`config.mk`:
```
export PLATFORM = sky130hd
export DESIGN_NAME = comb_perm_engine
export DESIGN_NICKNAME = d
export VERILOG_FILES = /design/src/rtl/comb_perm_engine.sv
export SDC_FILE = /design/constraint.sdc
export NUM_CORES = 1
export LEC_CHECK = 0
export ABC_AREA = 1
export CAP_MARGIN = 20
export CORE_ASPECT_RATIO = 1.25
export CORE_MARGIN = 4
export CORE_UTILIZATION = 55
export DETAILED_ROUTE_END_ITERATION = 6
export MAX_ROUTING_LAYER = met4
export PLACE_DENSITY_LB_ADDON = 0.12
export SETUP_SLACK_MARGIN = 0.5
export SLEW_MARGIN = 20
export SYNTH_ARGS = -nofsm -noshare
export SYNTH_HDL_FRONTEND = slang
export SYNTH_SLANG_ARGS = --single-unit
```
`constraint.sdc`:
```
create_clock -name clk -period 4.65 [get_ports clk]
set_input_delay 0.6975 -clock clk [delete_from_list [all_inputs] [get_ports clk]]
set_output_delay 0.6975 -clock clk [all_outputs]
set_load 0.01 [all_outputs]
```
`src/rtl/comb_perm_engine.sv`:
```
// Iterative nCr / nPr engine: multiply by one factor per step, then exact restoring divide for nCr.
// Latency 2 + k*(1+D) cycles from accepted start to done; start is sampled only when idle.
module comb_perm_engine #(
    parameter int N_W   = 4,
    parameter int OUT_W = 16
) (
    input  logic             clk,
    input  logic             rst_n,
    input  logic             start,
    input  logic             mode,
    input  logic [N_W-1:0]   n,
    input  logic [N_W-1:0]   m,
    output logic             busy,
    output logic             done,
    output logic [OUT_W-1:0] result,
    output logic             ovf,
    output logic             err
);

    localparam int P_W = OUT_W + N_W;
    localparam int C_W = $clog2(P_W + 1);
    localparam logic [C_W-1:0] DIV_LAST = C_W'(P_W - 1);

    typedef enum logic [2:0] {
        S_IDLE,
        S_SETUP,
        S_MUL,
        S_DIV,
        S_FIN
    } state_t;

    state_t           state_q;
    logic [N_W-1:0]   n_q, m_q, k_q, i_q, rem_q;
    logic             mode_q;
    logic [OUT_W-1:0] r_q;
    logic [P_W-1:0]   quot_q;
    logic [C_W-1:0]   cnt_q;

    logic [N_W-1:0]   diff_d, k_d, f_d, rem_d;
    logic [P_W-1:0]   prod_d, quot_d, step_val_d;
    logic [N_W:0]     rem_sh_d;
    logic             sub_ok_d, step_ovf_d, step_fire_d;

    always_comb begin
        diff_d      = n_q - m_q;
        k_d         = mode_q ? m_q : ((m_q < diff_d) ? m_q : diff_d);
        f_d         = mode_q ? (n_q - i_q + N_W'(1)) : (n_q - k_q + i_q);
        prod_d      = P_W'(r_q) * P_W'(f_d);
        rem_sh_d    = {rem_q, quot_q[P_W-1]};
        sub_ok_d    = rem_sh_d >= {1'b0, i_q};
        rem_d       = sub_ok_d ? N_W'(rem_sh_d - {1'b0, i_q}) : rem_sh_d[N_W-1:0];
        quot_d      = {quot_q[P_W-2:0], sub_ok_d};
        step_val_d  = (state_q == S_MUL) ? prod_d : quot_d;
        step_ovf_d  = |step_val_d[P_W-1:OUT_W];
        step_fire_d = ((state_q == S_MUL) && mode_q) ||
                      ((state_q == S_DIV) && (cnt_q == DIV_LAST));
    end

    always_ff @(posedge clk or negedge rst_n) begin
        if (!rst_n) begin
            state_q <= S_IDLE;
            n_q     <= '0;
            m_q     <= '0;
            k_q     <= '0;
            i_q     <= '0;
            rem_q   <= '0;
            mode_q  <= 1'b0;
            r_q     <= '0;
            quot_q  <= '0;
            cnt_q   <= '0;
            busy    <= 1'b0;
            done    <= 1'b0;
            result  <= '0;
            ovf     <= 1'b0;
            err     <= 1'b0;
        end else begin
            done <= 1'b0;
            case (state_q)
                S_IDLE: begin
                    if (start) begin
                        n_q     <= n;
                        m_q     <= m;
                        mode_q  <= mode;
                        ovf     <= 1'b0;
                        err     <= 1'b0;
                        busy    <= 1'b1;
                        state_q <= S_SETUP;
                    end
                end
                S_SETUP: begin
                    k_q <= k_d;
                    i_q <= N_W'(1);
                    r_q <= OUT_W'(1);
                    if (m_q > n_q) begin
                        err     <= 1'b1;
                        r_q     <= '0;
                        state_q <= S_FIN;
                    end else if (k_d == '0) begin
                        state_q <= S_FIN;
                    end else begin
                        state_q <= S_MUL;
                    end
                end
                S_MUL: begin
                    if (!mode_q) begin
                        quot_q  <= prod_d;
                        rem_q   <= '0;
                        cnt_q   <= '0;
                        state_q <= S_DIV;
                    end
                end
                S_DIV: begin
                    rem_q  <= rem_d;
                    quot_q <= quot_d;
                    cnt_q  <= cnt_q + C_W'(1);
                end
                S_FIN: begin
                    result  <= ovf ? '1 : r_q;
                    done    <= 1'b1;
                    busy    <= 1'b0;
                    state_q <= S_IDLE;
                end
                default: state_q <= S_IDLE;
            endcase

            // Running value never decreases, so the first step that spills past OUT_W ends the op.
            if (step_fire_d) begin
                r_q <= step_val_d[OUT_W-1:0];
                if (step_ovf_d) begin
                    ovf     <= 1'b1;
                    state_q <= S_FIN;
                end else if (i_q == k_q) begin
                    state_q <= S_FIN;
                end else begin
                    i_q     <= i_q + N_W'(1);
                    state_q <= S_MUL;
                end
            end
        end
    end

endmodule
```
**Yosys cells after proc, flatten, opt, wreduce, memory -nomap -nowiden**

Cells that the tools add are included.
Widths: inputs -> output; s select.

- Eq/ne operators: 12
- Reductions and logical operators: 15
- Multiply operators: 1
- $lt $le $gt $ge: 3
- Multiplexer cells: 37
- Add/subtract/negate cells: 8

Operators with widths:

| operator | count |
|---|---|
| $mux 16 | 3 |
| $mux 20 | 2 |
| $pmux 20 s2 | 1 |
| $mux 4 | 9 |
| $mux 3 | 7 |
| $mul 16x4->20 | 1 |
| $sub 4x4->4 | 4 |
| $pmux 3 s4 | 1 |
| $pmux 5 s2 | 1 |
| $mux 1 | 9 |
| $add 4x1->4 const B | 2 |
| $ne 2x2->1 const B | 4 |
| $pmux 4 s2 | 1 |
| $reduce_bool 2->1 | 4 |
| $eq 3x2->1 const B | 2 |
| $ne 3x3->1 const B | 2 |
| $reduce_and 2->1 | 3 |
| $reduce_and 3->1 | 2 |
| $add 5x1->5 const B | 1 |
| $eq 5x5->1 const B | 1 |
| $ge 5x4->1 | 1 |
| $mux 5 | 1 |
| $add 4x4->4 | 1 |
| $eq 4x4->1 | 1 |
| 10 further kinds | 12 |

- Logic and storage cells: 91
- Flip-flop bits (word level): 85
- Bits of input ports: 12
- Output and inout bits: 20

**Longest topological paths before layout**

Gate-level depths: netlist of run 1.

- Word-level depth: 9
- Depth in mapped cells: 33

**Worst setup path after synthesis of run 1**

No wires, ideal clock.

- Path kind: register -> register
- Start: register i_q[1]
- End: register state_q[2]
- Required time: 4.531 ns
- Cell stages (with the launch flop): 30
- Path slack: -0.375 ns
- Data arrival time: 4.906 ns
- Library setup time: 0.119 ns
- Path buffers: 1
- Cells stage by stage: dfrtp_1 -> inv_1 -> fa_1 -> inv_1 -> ha_1 -> nand2_1 -> nor2_1 -> a211oi_1 -> xnor2_1 -> nand2_1 -> nand2_1 -> buf_2 -> nor2_1 -> fa_1 -> inv_1 -> fa_1 -> inv_1 -> ha_1 -> or2_4 -> nand3b_1 -> nand2_2 -> nand2_2 -> nand2_1 -> nand2_1 -> nand2_2 -> nor2_2 -> nand3_2 -> nand2_4 -> nand3_4 -> and2_1

- Word-level cells in the longest chain between the ends: 8
- Elaborated cells between the ends (all ways): 11
- Those cells by class: add/sub: 3; mul: 1; eq/ne: 1; mux: 5; reduce/logical: 1

RTL lines:

| item | RTL line | RTL |
|---|---|---|
| start, declared | 33 | `logic [N_W-1:0] n_q, m_q, k_q, i_q, rem_q;` |
| start signal, assigned | 135 | `i_q <= i_q + N_W'(1);` |
| $sub 4x4->4 | 47 | `f_d = mode_q ? (n_q - i_q + N_W'(1)) : (n_q - k_q + i_q);` |
| $add 4x1->4 | 47 |  |
| $mux 4 | 47 |  |
| $mul 16x4->20 | 48 | `prod_d = P_W'(r_q) * P_W'(f_d);` |
| $mux 20 | 53 | `step_val_d = (state_q == S_MUL) ? prod_d : quot_d;` |
| $reduce_or 4->1 | 54 | `step_ovf_d = \|step_val_d[P_W-1:OUT_W];` |
| $mux 3 * | 129 | `if (step_ovf_d) begin` |
| $mux 3 * | 127 | `if (step_fire_d) begin` |
| end signal, assigned | 61 | `state_q <= S_IDLE;` |
| end signal, assigned | 131 | `state_q <= S_FIN;` |
| end signal, assigned | 133 | `state_q <= S_FIN;` |
| end, declared | 32 | `state_t state_q;` |

Mark *: on every way between the ends. The rest lies on a longest branch, timed or not.
A chain may end at the register's enable or synchronous reset.

**Final worst setup path of run 1**

- Start: register n_q[1]
- End: register state_q[2]

- Word-level cells in the longest chain between the ends: 9
- Elaborated cells between the ends (all ways): 19
- Those cells by class: add/sub: 5; mul: 1; order compare: 2; mux: 9; reduce/logical: 2

RTL lines:

| item | RTL line | RTL |
|---|---|---|
| start, declared | 33 |  |
| start signal, assigned | 81 | `n_q <= n;` |
| parallel branches: the longest is 8 deep, another holds $mul 16x4->20 | - |  |
| $mux 3 * | 127 |  |
| end signal, assigned | 97 | `state_q <= S_FIN;` |
| end signal, assigned | 99 | `state_q <= S_FIN;` |
| end signal, assigned | 101 | `state_q <= S_MUL;` |

Every way passes the cells marked *.

==> Implementation_results.wiki, run 1 <==
{| class="wikitable"
! Metric !! Value
|-
| Run status || complete, but fails checks
|-
| Failing checks || setup timing
|-
| Final period utilization || 107%
|-
| Distinct cell type count after synthesis || 50
|-
| Slew @ Worst Pin || 935 ps
|-
| First-pass GRT wire length || 29700 um
|-
| Count of H-tree levels built during CTS || 3
|-
| Diode insertion count for antenna repair || 0
|-
| Total CTS buffers || 9
|-
| Maximum number of pins on one net before global-route repair || 47
|-
| Synth top area share || 31.9%
|-
| CP dominant cell by count || nand2_2
|-
| Number of nets in the layout || 1062
|-
| Total congestion overflow after global routing || 0
|-
| Number of storage elements in the synthesis netlist || 85
|-
| Category of the worst setup path capture point || flip-flop
|-
| Total global routing track utilization || 27.9%
|-
| Count of nets left with antenna violations after detail routing || 0
|-
| Number of fill cells || 904
|-
| Hold Crit Class || primary input to asynchronous set/reset pin
|-
| Number of placed I/O pins || 32
|-
| Vertical die dimension || 131 um
|-
| Count of port buffers added during placement || 31
|-
| Via Count || 6132
|-
| Number of placement rows || 44
|-
| Synth warnings || 0
|-
| Final max-slew violation count || 0
|-
| Clock-pin slew reported for the worst setup and hold paths after clock tree synthesis || 60 ps
|-
| Average wire length per cell after detail routing || 16.1 um
|-
| TritonCTS clock tree || yes
|-
| Final hold vios || 0
|-
| WP data arrival || 5220 ps
|-
| Number of synthesized flops with an enable pin || 0
|-
| Instance count of the mapped netlist || 859
|-
| Die outline area || 14000 sq um
|-
| Average cell area after synthesis || 7.76 sq um
|-
| DP HPWL || 13500 um
|-
| Required time at the worst-slack endpoint || 4880 ps
|-
| Flip-flop and latch area || 2130 sq um
|-
| Last weighted congestion value of the routability-driven placer || 0.942
|-
| Clock latency on the worst-skew pair || 340 ps
|-
| Cell types with the largest area share after synthesis || dfrtp_1, fa_1, nand2_1
|-
| Share of the yosys chip area belonging to registers || 31.9%
|-
| Total of hold buffers inserted after clock tree synthesis || 0
|-
| Setup ws final || -337 ps
|-
| Library cell with the largest summed area after synthesis || dfrtp_1
|-
| First DRT Iteration DRCs || 358
|-
| Top FF cell, synth || dfrtp_1
|-
| Clock sink count || 85
|-
| Category of the most critical setup path || flip-flop to flip-flop
|-
| Drt via density || 5.40
|-
| Starting Density || 56.8%
|-
| Post-synth design cell area || 6660 sq um
|-
| Max Clk Rate || 201 MHz
|-
| Final Instance Count excl. Fillers || 1136
|-
| Vias in the first global route || 6207
|-
| End-of-flow core utilization || 73.9%
|-
| Placeable Area || 11700 sq um
|-
| Max cap viols || 0
|-
| Area of combinational cells with multiple inputs || 4390 sq um
|-
| Fraction of synthesis flops using an asynchronous set or reset pin || 100%
|-
| Worst relative slew slack || 37.7%
|-
| Slowest cell on the critical path || fa_2
|-
| Critical-path maximum fanout || 7
|-
| Setup violation total in the final timing report || 24
|-
| Crit path largest cell delay || 590 ps
|-
| Worst slack after detailed placement || -537 ps
|-
| Horizontal die dimension || 106 um
|-
| Detailed-router iteration count before antenna repair || 5
|-
| Fraction of layout cells with a size suffix above 1 || 27.3%
|-
| Post-route DRC violation count || 0
|-
| Time the worst path needs with I/O delays and setup || 4990 ps
|-
| Setup repair after global routing missed its margin || yes
|-
| Net count after synthesis || 951
|-
| Worst setup skew after layout || 4.45 ps
|-
| Initial antenna violation count || 0
|-
| Total instance count after detailed placement || 1095
|-
| Setup crit start kind || flip-flop
|-
| Area Overhead vs Synth || 30.1%
|-
| Buffer levels on the longest clock path || 2
|-
| Root Buffer Master || clkbuf_16
|-
| Wirelength, routed || 18300 um
|}
## kinds of logic after synthesis
group / after synthesis / synth area share [%]
xor gates and xnor gates: 24 / 3.15
buffers and inverters: 188 / 11.1
DFF: 85 / 31.9
and+or+nand+nor: 333 / 21.6
muxes: 1 / 0.169
AOI/OAI and AO/OA: 148 / 13.2
adders and majority gates: 80 / 18.9
## worst paths after layout
kind / from / endpoint / slack [ps] / depth (start not counted)
worst max-delay path: n_q[1] / state_q[2] / -340 / 26
worst min-delay path: rst_n / rem_q[3] / 370 / 1
worst max register to register: n_q[1] / state_q[2] / -340 / 26
worst min register to register: cnt_q[3] / cnt_q[3] / 510 / 1
max in group asynchronous: rst_n / r_q[11] / 3330 / 2
min in group clk: cnt_q[3] / cnt_q[3] / 510 / 1
## cell usage after synthesis, drive strengths merged, types with 8 or more instances
cell and instances:
buf 8, inv 164, nor2 121, xor2 16, o21ai 53, a21oi 54
xnor2 8, nand3 23, nand2 169, o221ai 15, clkbuf 16, fa 34
dfrtp 85, ha 46
## layout by cell type, fill, tap and decap left out, types with 18 or more instances in the layout
| cell type | instances |
|---|---|
| nor2_1 | 101 |
| fa_1 | 30 |
| o21ai_1 | 18 |
| buf_4 | 85 |
| nand2_1 | 123 |
| o21ai_0 | 31 |
| inv_2 | 27 |
| a21oi_1 | 43 |
| dfrtp_1 | 84 |
| nand2_2 | 39 |
| inv_1 | 135 |
| ha_1 | 30 |
| clkdlybuf4s50_1 | 30 |
## layout make-up
type | instances | area share (%)
multi-input combinational | 587 | 50.7
sequential | 85 | 24.6
timing repair buffer | 122 | 11.9
inverter | 164 | 7.19
clock buffer | 12 | 2.73
tap | 161 | 2.32
clock inverter | 4 | 0.563
timing repair inverter | 1 | 0.0866
## stage by stage
step | hold WS (ps) | TNS [ps] | instance area (sq um)
after global placement | 465 | -5530 | 7810
after detailed placement | 494 | -7970 | 7810
after floorplan | 402 | -26.9 | 6900
after global routing | 416 | -9830 | 8670
final | 365 | -4030 | 8670
after CTS | 385 | -3870 | 8400
## critical path, delay by kind of cell, from the launching register on
kind	cells	cell delay [ps]
AOI/OAI and AO/OA	2	230
buffers and inverters	7	710
DFF	1	390
and+or+nand+nor	12	1150
adders and majority gates	5	2370
## per-layer routing
layer,routed length [um],track usage (%)
met5,0,-
met4,987,14.4
met3,519,3.14
met2,10000,50.5
met1,6770,30.4
## flip-flops by register name (all words and copies together) (netlist names)
signal	flops
n_q	4
err	1
k_q	4
cnt_q	5
state_q	3
quot_q	20
rem_q	4
done	1
result	16
mode_q	1
r_q	16
m_q	4
ovf	1
busy	1
i_q	4
## what timing repair did
| item | in CTS | in global routing |
|---|---|---|
| cloned | 1 | 1 |
| pin swaps | 49 | 16 |
| setup endpoints to repair | 37 | 37 |
| endpoints found under the hold margin | 0 | 0 |
| setup buffers | 11 | 11 |
| resized for setup | 53 | 45 |
Power of run 1 is left out: the tool's default activity adds up to more than one toggle a clock period on the data nets, which glitch-free logic cannot reach.
==> run 2: changes to the inputs <==
ABC_CLOCK_PERIOD_IN_PS = 4650   (was not set)
==> results of run 2 <==
No change in the layout: final DEF, timing and power equal those of run 1.
Power of run 2 is left out for the same reason.
==> run 3: changes to the inputs <==
CORE_MARGIN = not set   (was 4)
CORE_UTILIZATION = 44   (was 55)
GPL_ROUTABILITY_DRIVEN = 0   (was not set)
==> run 3 against run 2 <==
Compared with the run above: the run ends with DRC, setup timing left; count of clock-buffer cells in the layout fell by 3; critical path depth rose by 2; first-iteration DRC count fell by 8.1%; largest cell class unchanged; highest routed layer unchanged.
==> Implementation_results.wiki, run 3 (synthesis gave the netlist of run 1 again) <==
{| class="wikitable"
! Metric !! Value
|-
| Number of nets in the layout || 1061 (-0.094%)
|-
| First-pass GRT wire length || 29700 um (+0.23%)
|-
| Area Overhead vs Synth || 31.3%
|-
| Root Buffer Master || clkbuf_16
|-
| Final max-slew violation count || 0 (unchanged)
|-
| DP HPWL || 14000 um (+3.5%)
|-
| TritonCTS clock tree || yes
|-
| Number of placed I/O pins || 32 (unchanged)
|-
| Setup violation total in the final timing report || 23 (-4.2%)
|-
| Run status || complete, but fails checks
|-
| Number of flip-flops under the largest register name || 20 (unchanged)
|-
| Drt via density || 5.26 (-2.6%)
|-
| Diode insertion count for antenna repair || 0 (unchanged)
|-
| Clock sink count || 85 (unchanged)
|-
| Buffer levels on the longest clock path || 2 (unchanged)
|-
| Count of nets left with antenna violations after detail routing || 0 (unchanged)
|-
| Registers with the most flip-flops || quot_q: 20 flops, r_q: 16 flops, result: 16 flops
|-
| Most used cells in the layout excluding fill and tap cells || inv_1, nand2_1, nor2_1
|-
| Number of placement rows || 49 (+11%)
|-
| Leading cell type in the layout, fill and taps excluded || inv_1
|-
| Time the worst path needs with I/O delays and setup || 4910 ps (-81.5 ps)
|-
| Clock latency on the worst-skew pair || 350 ps (about the same)
|-
| Setup ws final || -256 ps (+81.5 ps)
|-
| Failing checks || DRC, setup timing
|-
| Setup repair after global routing missed its margin || yes
|-
| Category of the most critical setup path || flip-flop to flip-flop
|-
| Maximum number of pins on one net before global-route repair || 48 (+2.1%)
|-
| Count of H-tree levels built during CTS || 3 (unchanged)
|-
| Clock-pin slew reported for the worst setup and hold paths after clock tree synthesis || 70 ps (about the same)
|-
| Worst setup skew after layout || 8.97 ps (+4.53 ps)
|-
| Slew @ Worst Pin || 893 ps (-41.7 ps)
|-
| Total congestion overflow after global routing || 0 (unchanged)
|-
| Max Clk Rate || 204 MHz (+1.7%)
|-
| Placeable Area || 14600 sq um (+24%)
|-
| First DRT Iteration DRCs || 329 (-8.1%)
|-
| Via Count || 6058 (-1.2%)
|-
| Slowest cell on the critical path || fa_1
|-
| Accumulated negative setup slack || -4230 ps (-195 ps)
|-
| Total instance count after detailed placement || 1118 (+2.1%)
|-
| Top reg by flops || quot_q
|-
| Crit path largest cell delay || 580 ps (about the same)
|-
| Total CTS buffers || 9 (unchanged)
|-
| Final Instance Count excl. Fillers || 1152 (+1.4%)
|-
| Setup crit start kind || flip-flop
|-
| Horizontal die dimension || 112 um (+5.3%)
|-
| Required time at the worst-slack endpoint || 4890 ps (about the same)
|-
| Final hold vios || 0 (unchanged)
|-
| Category of the worst setup path capture point || flip-flop
|-
| Fraction of layout cells with a size suffix above 1 || 29.1% (+1.8 points)
|-
| Starting Density || 45.7% (-11 points)
|-
| Max cap viols || 0 (unchanged)
|-
| Average wire length per cell after detail routing || 15.8 um (-1.9%)
|-
| Critical-path maximum fanout || 7 (unchanged)
|-
| Post-route DRC violation count || 2 (+2)
|-
| Die outline area || 15600 sq um (+12%)
|-
| Final period utilization || 106% (-1.8 points)
|-
| Count of port buffers added during placement || 31 (unchanged)
|-
| Initial antenna violation count || 0 (unchanged)
|-
| Worst relative slew slack || 40.5% (+2.8 points)
|-
| Wirelength, routed || 18200 um (-0.55%)
|-
| Total global routing track utilization || 25.0% (-2.9 points)
|-
| Hold Crit Class || primary input to asynchronous set/reset pin
|-
| Vertical die dimension || 140 um (+6.5%)
|-
| Detailed-router iteration count before antenna repair || 7 (+2)
|-
| Total of hold buffers inserted after clock tree synthesis || 0 (unchanged)
|-
| WP data arrival || 5150 ps (-70 ps)
|-
| Vias in the first global route || 6218 (+0.18%)
|}
run 3: changes by cell type in the layout (fill, tap and decap cells not counted), sizes merged:
cell / previous run / this run
clkbuf: 12 / 9
inv: 164 / 167
buf: 92 / 91
run 3: layout make-up:
class,instances,area (sq um)
Tap cell,178,223
Inverter,164,618
Fill cell,1289,5840
Multi-Input combinational cell,587,4460
Clock buffer,9,225
Timing Repair Buffer,121,1010
Timing Repair inverter,1,5.00
Sequential cell,85,2130
Clock inverter,7,81.3
run 3: path summary, 6_finish.rpt:
check / startpoint / to / slack, ps / cells after the start
max in group asynchronous: rst_n / result[13] / 3330 / 2
worst min register to register: err / err / 490 / 2
min in group clk: err / err / 490 / 2
worst max register to register: k_q[1] / state_q[2] / -260 / 28
worst max-delay path: k_q[1] / state_q[2] / -260 / 28
worst min-delay path: rst_n / i_q[0] / 370 / 1
run 3: metal layers:
metal | share of wire [%] | track usage [%] | routed length [um] | up-vias
met1 | 39 | 27.2 | 7130 | 2962
met3 | 2.4 | 2.83 | 445 | 45
met5 | 0 | - | 0 | -
met2 | 54 | 44.6 | 9790 | 115
li1 | - | - | - | 2936
met4 | 4.5 | 12.9 | 823 | 0
run 3: worst max-delay path: cells and delay by family (launching register included):
family	cells	cell delay [ps]
flops	1	400
xor+xnor	1	160
buf+inv	3	150
fa+ha+maj	5	2130
simple gates	17	1560
compound gates	2	370
run 3: repair_timing:
item,4_1_cts,5_1_grt
endpoints found under the setup margin,36,37
setup buffers,9,6
pin swaps,39,63
resized for setup,53,65
gates cloned,1,1
run 3: stage by stage:
| step | area (sq um) | utilization [%] | worst slack [ps] | hold WS [ps] |
|---|---|---|---|---|
| 5_1_grt | 8750 | 60.0 | -553 | 411 |
| 6_report | 8750 | 60.0 | -256 | 365 |
| 2_1_floorplan | 6900 | - | -26.9 | 402 |
| 3_3_place_gp | 7880 | 54.0 | -425 | 471 |
| 4_1_cts | 8430 | 57.8 | -196 | 382 |
| 3_5_place_dp | 7880 | 54.0 | -519 | 475 |
Power of run 3 is left out for the same reason.
